[config.mk]
export PLATFORM = sky130hd
export DESIGN_NAME = seq_divider_16x8
export DESIGN_NICKNAME = d
export VERILOG_FILES = /design/src/rtl/arith_pkg.sv /design/src/rtl/seq_divider_16x8_div_step.sv /design/src/rtl/seq_divider_16x8.sv
export SDC_FILE = /design/constraint.sdc
export NUM_CORES = 1
export LEC_CHECK = 0
export CAP_MARGIN = 0
export CORE_MARGIN = 5
export CORE_UTILIZATION = 50
export CTS_CLUSTER_DIAMETER = 80
export DETAILED_ROUTE_END_ITERATION = 8
export GPL_TIMING_DRIVEN = 0
export PLACE_DENSITY_LB_ADDON = 0.1
export SYNTH_ARGS = -nofsm -noshare
export SYNTH_HDL_FRONTEND = slang
export SYNTH_SLANG_ARGS = --single-unit
[constraint.sdc]
create_clock -name clk -period 2.7 [get_ports clk]
set_input_delay 0.54 -clock clk [delete_from_list [all_inputs] [get_ports clk]]
set_output_delay 0.54 -clock clk [all_outputs]
set_load 0.05 [all_outputs]
[src/rtl/arith_pkg.sv]
// Shared arithmetic-unit definitions: divider FSM states, NZVC flag bit
// positions and the quotient reported on divide errors.
package arith_pkg;
    typedef enum logic [1:0] {IDLE, CALC, DONE} div_state_e;

    localparam int N_BIT = 3;
    localparam int Z_BIT = 2;
    localparam int V_BIT = 1;
    localparam int C_BIT = 0;

    localparam logic [7:0] DIV_ERR_Q = 8'hFF;
endpackage

[src/rtl/seq_divider_16x8_div_step.sv]
// One restoring-division iteration: shift the next dividend bit into the
// partial remainder and subtract the divisor when it fits.
module div_step #(
    parameter int W = 8
) (
    input  logic [W:0]   r_in,
    input  logic         q_msb,
    input  logic [W-1:0] divisor,
    output logic [W:0]   r_out,
    output logic         q_bit
);
    logic [W:0] shifted;
    logic [W:0] diff;

    // Full-width compare keeps the trial subtract exact even if r_in[W] were set.
    assign q_bit   = {r_in, q_msb} >= {2'b00, divisor};
    assign shifted = {r_in[W-1:0], q_msb};
    assign diff    = shifted - {1'b0, divisor};
    assign r_out   = q_bit ? diff : shifted;
endmodule

[src/rtl/seq_divider_16x8.sv]
// Multi-cycle unsigned restoring divider, 2W-bit dividend by W-bit divisor,
// with start/busy/done handshake and NZVC flags.
module seq_divider_16x8
    import arith_pkg::*;
#(
    parameter int W = 8
) (
    input  logic           clk,
    input  logic           rst,
    input  logic           start,
    input  logic [2*W-1:0] dividend,
    input  logic [W-1:0]   divisor,
    output logic           busy,
    output logic           done,
    output logic [W-1:0]   quotient,
    output logic [W-1:0]   remainder,
    output logic [3:0]     NZVC
);
    localparam int CW = $clog2(W);

    div_state_e    state, state_nxt;
    logic [W:0]    r;
    logic [W-1:0]  q;
    logic [W-1:0]  dvsr;
    logic [CW-1:0] cnt;
    logic [W:0]    r_step;
    logic          q_bit;
    logic [W-1:0]  q_next;
    logic          op_err;
    logic          last;
    logic [3:0]    err_flags;
    logic [3:0]    ok_flags;

    // divisor==0 is covered too, since any high byte is >= 0.
    assign op_err = dividend[2*W-1:W] >= divisor;
    assign last   = cnt == '0;
    assign q_next = {q[W-2:0], q_bit};

    div_step #(.W(W)) u_step (
        .r_in    (r),
        .q_msb   (q[W-1]),
        .divisor (dvsr),
        .r_out   (r_step),
        .q_bit   (q_bit)
    );

    always_comb begin
        err_flags        = '0;
        err_flags[N_BIT] = DIV_ERR_Q[7];
        err_flags[Z_BIT] = DIV_ERR_Q == '0;
        err_flags[V_BIT] = 1'b1;
        err_flags[C_BIT] = divisor == '0;
        ok_flags         = '0;
        ok_flags[N_BIT]  = q_next[W-1];
        ok_flags[Z_BIT]  = q_next == '0;
    end

    always_ff @(posedge clk) begin
        if (rst) state <= IDLE;
        else     state <= state_nxt;
    end

    always_comb begin
        state_nxt = state;
        busy      = state != IDLE;
        done      = state == DONE;
        case (state)
            IDLE:    if (start) state_nxt = op_err ? DONE : CALC;
            CALC:    if (last) state_nxt = DONE;
            DONE:    state_nxt = IDLE;
            default: state_nxt = IDLE;
        endcase
    end

    always_ff @(posedge clk) begin
        if (rst) begin
            r         <= '0;
            q         <= '0;
            dvsr      <= '0;
            cnt       <= '0;
            quotient  <= '0;
            remainder <= '0;
            NZVC      <= '0;
        end else begin
            case (state)
                IDLE: if (start) begin
                    dvsr <= divisor;
                    if (op_err) begin
                        quotient  <= W'(DIV_ERR_Q);
                        remainder <= '0;
                        NZVC      <= err_flags;
                    end else begin
                        r   <= {1'b0, dividend[2*W-1:W]};
                        q   <= dividend[W-1:0];
                        cnt <= CW'(W-1);
                    end
                end
                CALC: begin
                    r   <= r_step;
                    q   <= q_next;
                    cnt <= cnt - 1'b1;
                    if (last) begin
                        quotient  <= q_next;
                        remainder <= r_step[W-1:0];
                        NZVC      <= ok_flags;
                    end
                end
                default: ;
            endcase
        end
    end
endmodule

# Word-level counts from Yosys, hierarchy flattened
# Cells that the tools add are included.
dict set report classes {
  n_reduce_logical 10
  bitwise 0
  mul 0
  eq_ne 6
  div_mod_pow 0
  mux 26
  magnitude_cmp 2
  shifts 0
  n_addsub 2
}
# cell n
set op_table {}
lappend op_table {{2-to-1 mux 8 bit} 8}
lappend op_table {{one-hot mux 8 bit (2 select lines)} 3}
lappend op_table {{2-to-1 mux 9 bit} 3}
lappend op_table {{one-hot mux 9 bit (2 select lines)} 1}
lappend op_table {{logical NOT 8 bit} 2}
lappend op_table {{2-to-1 mux 4 bit} 3}
lappend op_table {{greater-or-equal comparator 10 x 8 -> 1 bit} 1}
lappend op_table {{subtractor 9 x 8 -> 9 bit} 1}
lappend op_table {{greater-or-equal comparator 8 bit} 1}
lappend op_table {{!= test 2 bit, second input constant} 4}
lappend op_table {{one-hot mux 4 bit (2 select lines)} 1}
lappend op_table {{2-to-1 mux 2 bit} 3}
lappend op_table {{2-to-1 mux 3 bit} 2}
lappend op_table {{one-hot mux 3 bit (2 select lines)} 1}
lappend op_table {{one-hot mux 2 bit (2 select lines)} 1}
lappend op_table {{AND reduction 2 bit} 2}
lappend op_table {{AND reduction 4 bit} 1}
lappend op_table {{nonzero test 2 bit} 2}
lappend op_table {{logical NOT 3 bit} 1}
lappend op_table {{AND reduction 3 bit} 1}
lappend op_table {{subtractor 3 x 1 -> 3 bit, second input constant} 1}
lappend op_table {{== test 2 x 1 -> 1 bit, second input constant} 1}
lappend op_table {{== test 2 bit, second input constant} 1}
lappend op_table {{logical NOT 2 bit} 1}
dict set report word_totals {
  elab_cells 54
  inputBits 27
  ram_bits 0
  output_inout_bits 22
  ff_bits 50
  latchBits 0
  memories 0
  rom_bits 0
}

# Logic depth before layout (Yosys ltp)
dict set report logic_depth {
  depth_word 4
  depth_mapped 10
  mapped_depth_nobuf 9
}

# Modules after synthesis
# From an unflattened synthesis, not the netlist that was laid out.
dict set report hier_totals {
  cells_unflattened 304
  area_unflattened_um2 2756.4
}
# mod area_each_um2 instances seq_area_each_um2 cells_per_inst
set by_module_without_submodules {}
lappend by_module_without_submodules {seq_divider_16x8 2214.6 1 980.9 232}
lappend by_module_without_submodules {div_step 541.8 1 0.0 72}

# Worst setup path before layout
# Ideal clock, no wire load.
dict set report synth_timing {
  path_type {input-to-reg}
  from {input divisor[1]}
  to {register r[4]}
  cell_stages 9
  setup_ns 0.125
  slack_ns 0.420
  t_required_ns 2.575
  path_buffers 1
  arrival_ns 2.156
  path_cell_list {inv_1 > ha_1 > or4_4 > a21oi_4 > o31ai_4 > nor2_8 > buf_8 > mux2i_1 > o22ai_1}
}
dict set report synth_via {
  elab_chain_cells 3
}
# item line_no
set synth_lines {}
lappend synth_lines {{from (decl)} seq_divider_16x8.sv:12} ;# input logic [W-1:0] divisor,
lappend synth_lines {{greater-or-equal comparator 8 bit} seq_divider_16x8.sv:35} ;# assign op_err = dividend[2*W-1:W] >= divisor;
lappend synth_lines {{!= test 2 bit (no source line)} n/a}
lappend synth_lines {{AND reduction 3 bit (no source line)} n/a}
lappend synth_lines {{to (signal assigned)} seq_divider_16x8.sv:93} ;# r <= {1'b0, dividend[2*W-1:W]};
lappend synth_lines {{to (signal assigned)} seq_divider_16x8.sv:99} ;# r <= r_step;
lappend synth_lines {{to (decl)} seq_divider_16x8.sv:22} ;# logic [W:0] r;
# No other way between the ends.
# A chain may end at the register's enable or synchronous reset.

# Worst setup path after layout
dict set report layout_timing {
  from {input dividend[10]}
  to {register r[7]}
}
dict set report layout_via {
  elab_chain_cells 3
}
# item line_no
set layout_lines {}
lappend layout_lines {{from (decl)} seq_divider_16x8.sv:11} ;# input logic [2*W-1:0] dividend,
lappend layout_lines {{greater-or-equal comparator 8 bit} seq_divider_16x8.sv:35}
lappend layout_lines {{!= test 2 bit (no source line)} n/a}
lappend layout_lines {{AND reduction 3 bit (no source line)} n/a}
# No other way between the ends.

==> results_dict.tcl <==
set metrics [dict create \
    crit_required_ns 2.88 \
    grt_first_pass_wirelength_um 11600 \
    drc 0 \
    drv_cap 0 \
    clkLatencyLatePin_ns 0.31 \
    multi_input_area_mm2 0.00163 \
    yosys.area_share.simple_pct 16.9 \
    drt_iter0_markers 115 \
    synth_common_cells "dfxtp_1 (49), nor2_1 (33), a21oi_1 (30)" \
    status "finished, final reports clean" \
    share_clk_of_total_power_pct 18.7 \
    core_mm2 0.00541 \
    track_usage_pct 20.2 \
    netSwitchingFraction_pct 39.3 \
    clock-sinks 49 \
    netlist_instances 307 \
    intPower_mw 1.46 \
    die_height_um 83.9 \
    viasPerCell 5.42 \
    drt_wl_total_um 6860 \
    net-switching-power_mw 0.944 \
    synth_edf_count 0 \
    synth_compound_area_share_pct 22.6 \
    route.vias.total 2410 \
    io_buffer_count 48 \
    p_leak_nw 1.43 \
    final_cells 445 \
    critical_path_class "input pin to flip-flop" \
    rrSetupSlack_ns 0.24 \
    wl_per_cell_um 15.4 \
    endpoint_kind "flip-flop" \
    htreeDepth 2 \
    setup_violations 0 \
    die-area_mm2 0.00704 \
    yosysTopAreaCell "dfxtp_1" \
    nets 418 \
    synth_cell_types 51 \
    p_comb_share_pct 45.3 \
    synth-xor-area-share_pct 1.28 \
    yosys_most_used_dff "dfxtp_1" \
    fin_crit_sh_pct 97.3 \
    synth_mux_area_share_pct 8.52 \
    syn_nets 353 \
    std_cell_rows 27 \
    fillers 476 \
    ys_seq_elements 49 \
    antenna_left 0 \
    crit-reg2reg-launch "r[4]" \
    synthAdderAreaFrac_pct 8.97 \
    clkTransAtPathRegs_ns 0.10 \
    synth_most_common_cell "dfxtp_1" \
    power.density_mw_per_mm2 677 \
    hp-class "flip-flop to flip-flop" \
    fin_skew_ns 0.00629 \
    worstMarginPinSlew_ns 0.550 \
    critPathArrivalTime_ns 2.80 \
    synth_warnings 0 \
    syn_area_mm2 0.00273 \
    r2r.worst_path.cells 9 \
    syn_avg_cell_area_um2 8.90 \
    area_growth_syn_to_layout_pct 29.8 \
    layout_min_cycle_time_ns 2.63 \
    antenna_found_initial 0 \
    startpoint_type "input pin" \
    pwr-share-seq_pct 36.0 \
    firstDrtPassIters 4 \
    cts_root_buf "clkbuf_8" \
    dp_cells 427 \
    synthArstFlopShare_pct 0 \
    timing.fmax_ghz 0.381 \
    crit_path_max_fanout 8 \
    gp_congestion 0.885 \
    endpoint "r[7]" \
    grt_max_degree 17 \
    crit_start "dividend[10]" \
    synth_top_family_by_area "compound AO/OA/AOI/OAI gates" \
    hold_violations 0 \
    power_mw 2.40 \
    grt_remaining_overflow 0 \
    final_core_util_pct 65.6 \
    ir_drop_uv 379 \
    hold_slack_ns 0.464 \
    grt_pass1_vias 2471 \
    synth_seq_area_share_pct 35.9 \
    setup_ws_ns 0.0731 \
    clockBufferDepth 2 \
    cts_tree "done" \
    ys_top_cells_by_area "dfxtp_1 (36%), ha_1 (8.2%), mux2i_1 (7.7%), a21oi_1 (5.5%), nor2_1 (4.5%)" \
    layout-drive-gt1-share_pct 13.4 \
    initial_core_util_pct 50.6 \
    cts_buffers 5 \
    n_antenna_cell 0 \
    regArea_um2 981 \
    synth_top_area_share_pct 35.9 \
    io_pins 49 \
    ctsHoldBuffers 0 \
    r2r-end "r[2]" \
    slew_headroom_pct 63.3 \
    dp_slack_ns -0.333 \
    maxSlewViolCount 0 \
    dieWidth_um 83.9 \
    dpl.hpwl_um 5260 \
]
## power by group through the flow
stage | clock network (mW) | registers (mW) | logic (mW)
global route | 0.493 | 0.877 | 1.19
detailed placement | 0 | 0.879 | 1.03
floorplan | 0 | 0.948 | 0.690
global placement | 0 | 0.878 | 1.02
finish | 0.448 | 0.864 | 1.09
CTS | 0.458 | 0.863 | 1.03
## cell usage in the layout, fill, tap and decap left out, types with 2 or more instances in the layout
cell             count
mux2i_1             19
a211oi_1            14
ha_1                18
nand2b_4             2
nand2_1             26
o31a_1               2
o21a_1               2
or2_2                2
a211oi_2             5
nor3_1               4
a21o_1               3
nor2_1              32
a21oi_1             29
clkbuf_1             7
clkbuf_8             5
mux2_2               2
a32oi_1              2
dlymetal6s2s_1       3
nand2b_1             7
nor4_1               2
inv_1               21
o22ai_1              6
o2bb2ai_1            5
nor2b_1              5
dfxtp_1             49
mux2i_2              2
clkdlybuf4s50_1     45
o21ai_0              3
xnor2_1              3
buf_4                9
nand4_1              3
buf_2                4
## area by class of cell
type	instances	area share (%)
buffer	15	2.29
clock buffer	5	1.94
clock inverter	3	0.600
inverter	21	2.22
multi-input combinational	222	45.9
sequential	49	27.7
tap	72	2.54
timing repair buffer	58	16.8
## how the worst min path moves through the flow
stage / from / to / slack (ns) / depth (start not counted)
after floorplan: dvsr[2] / dvsr[2] / 0.44 / 2
after global placement: dvsr[3] / dvsr[3] / 0.44 / 2
after detailed placement: dvsr[6] / dvsr[6] / 0.45 / 2
after CTS: NZVC[1] / NZVC[1] / 0.47 / 2
after global routing: remainder[4] / remainder[4] / 0.50 / 1
final: NZVC[1] / NZVC[1] / 0.46 / 2
## per-stage QoR
step           setup TNS [ns]  instance area [um^2]
2_1_floorplan               0                  2730
5_1_grt               -0.0284                  3550
4_1_cts                     0                  3390
3_5_place_dp            -8.28                  3300
6_report                    0                  3550
3_3_place_gp            -6.90                  3300
## state kept, by name, indices dropped and copies added, names as in the netlist
signal,count
r,9
NZVC,3
remainder,8
state,2
quotient,8
dvsr,8
cnt,3
q,8
## per-layer routing
layer	share of wire, %	global-route usage (%)	wire, um	up-vias
li1	-	-	-	1223
met1	45	24.1	3110	1116
met2	48	34.9	3270	54
met3	4.1	4.34	281	17
met4	2.9	8.77	202	0
met5	0	0	0	-
## cells by family after synthesis
kind of cell / count (synthesis)
AND/OR/NAND/NOR: 92
multiplexers: 23
adder cells (fa/ha/maj): 19
AO/OA/AOI/OAI: 84
flip-flops: 49
XOR/XNOR: 4
buffers and inverters: 36
## worst max-delay path: stages
cell             delay, ns
clkdlybuf4s50_1       0.48
ha_1                  0.25
or4_4                 0.52
a21oi_4               0.19
o31ai_4               0.12
nor2_8                0.24
buf_6                 0.15
mux2i_2               0.23
a221oi_2              0.08
## repair_timing
item	CTS	global route
setup endpoints to repair	0	26
setup buffers	0	9
resized for setup	0	13
(Power assumes the default switching activity.)
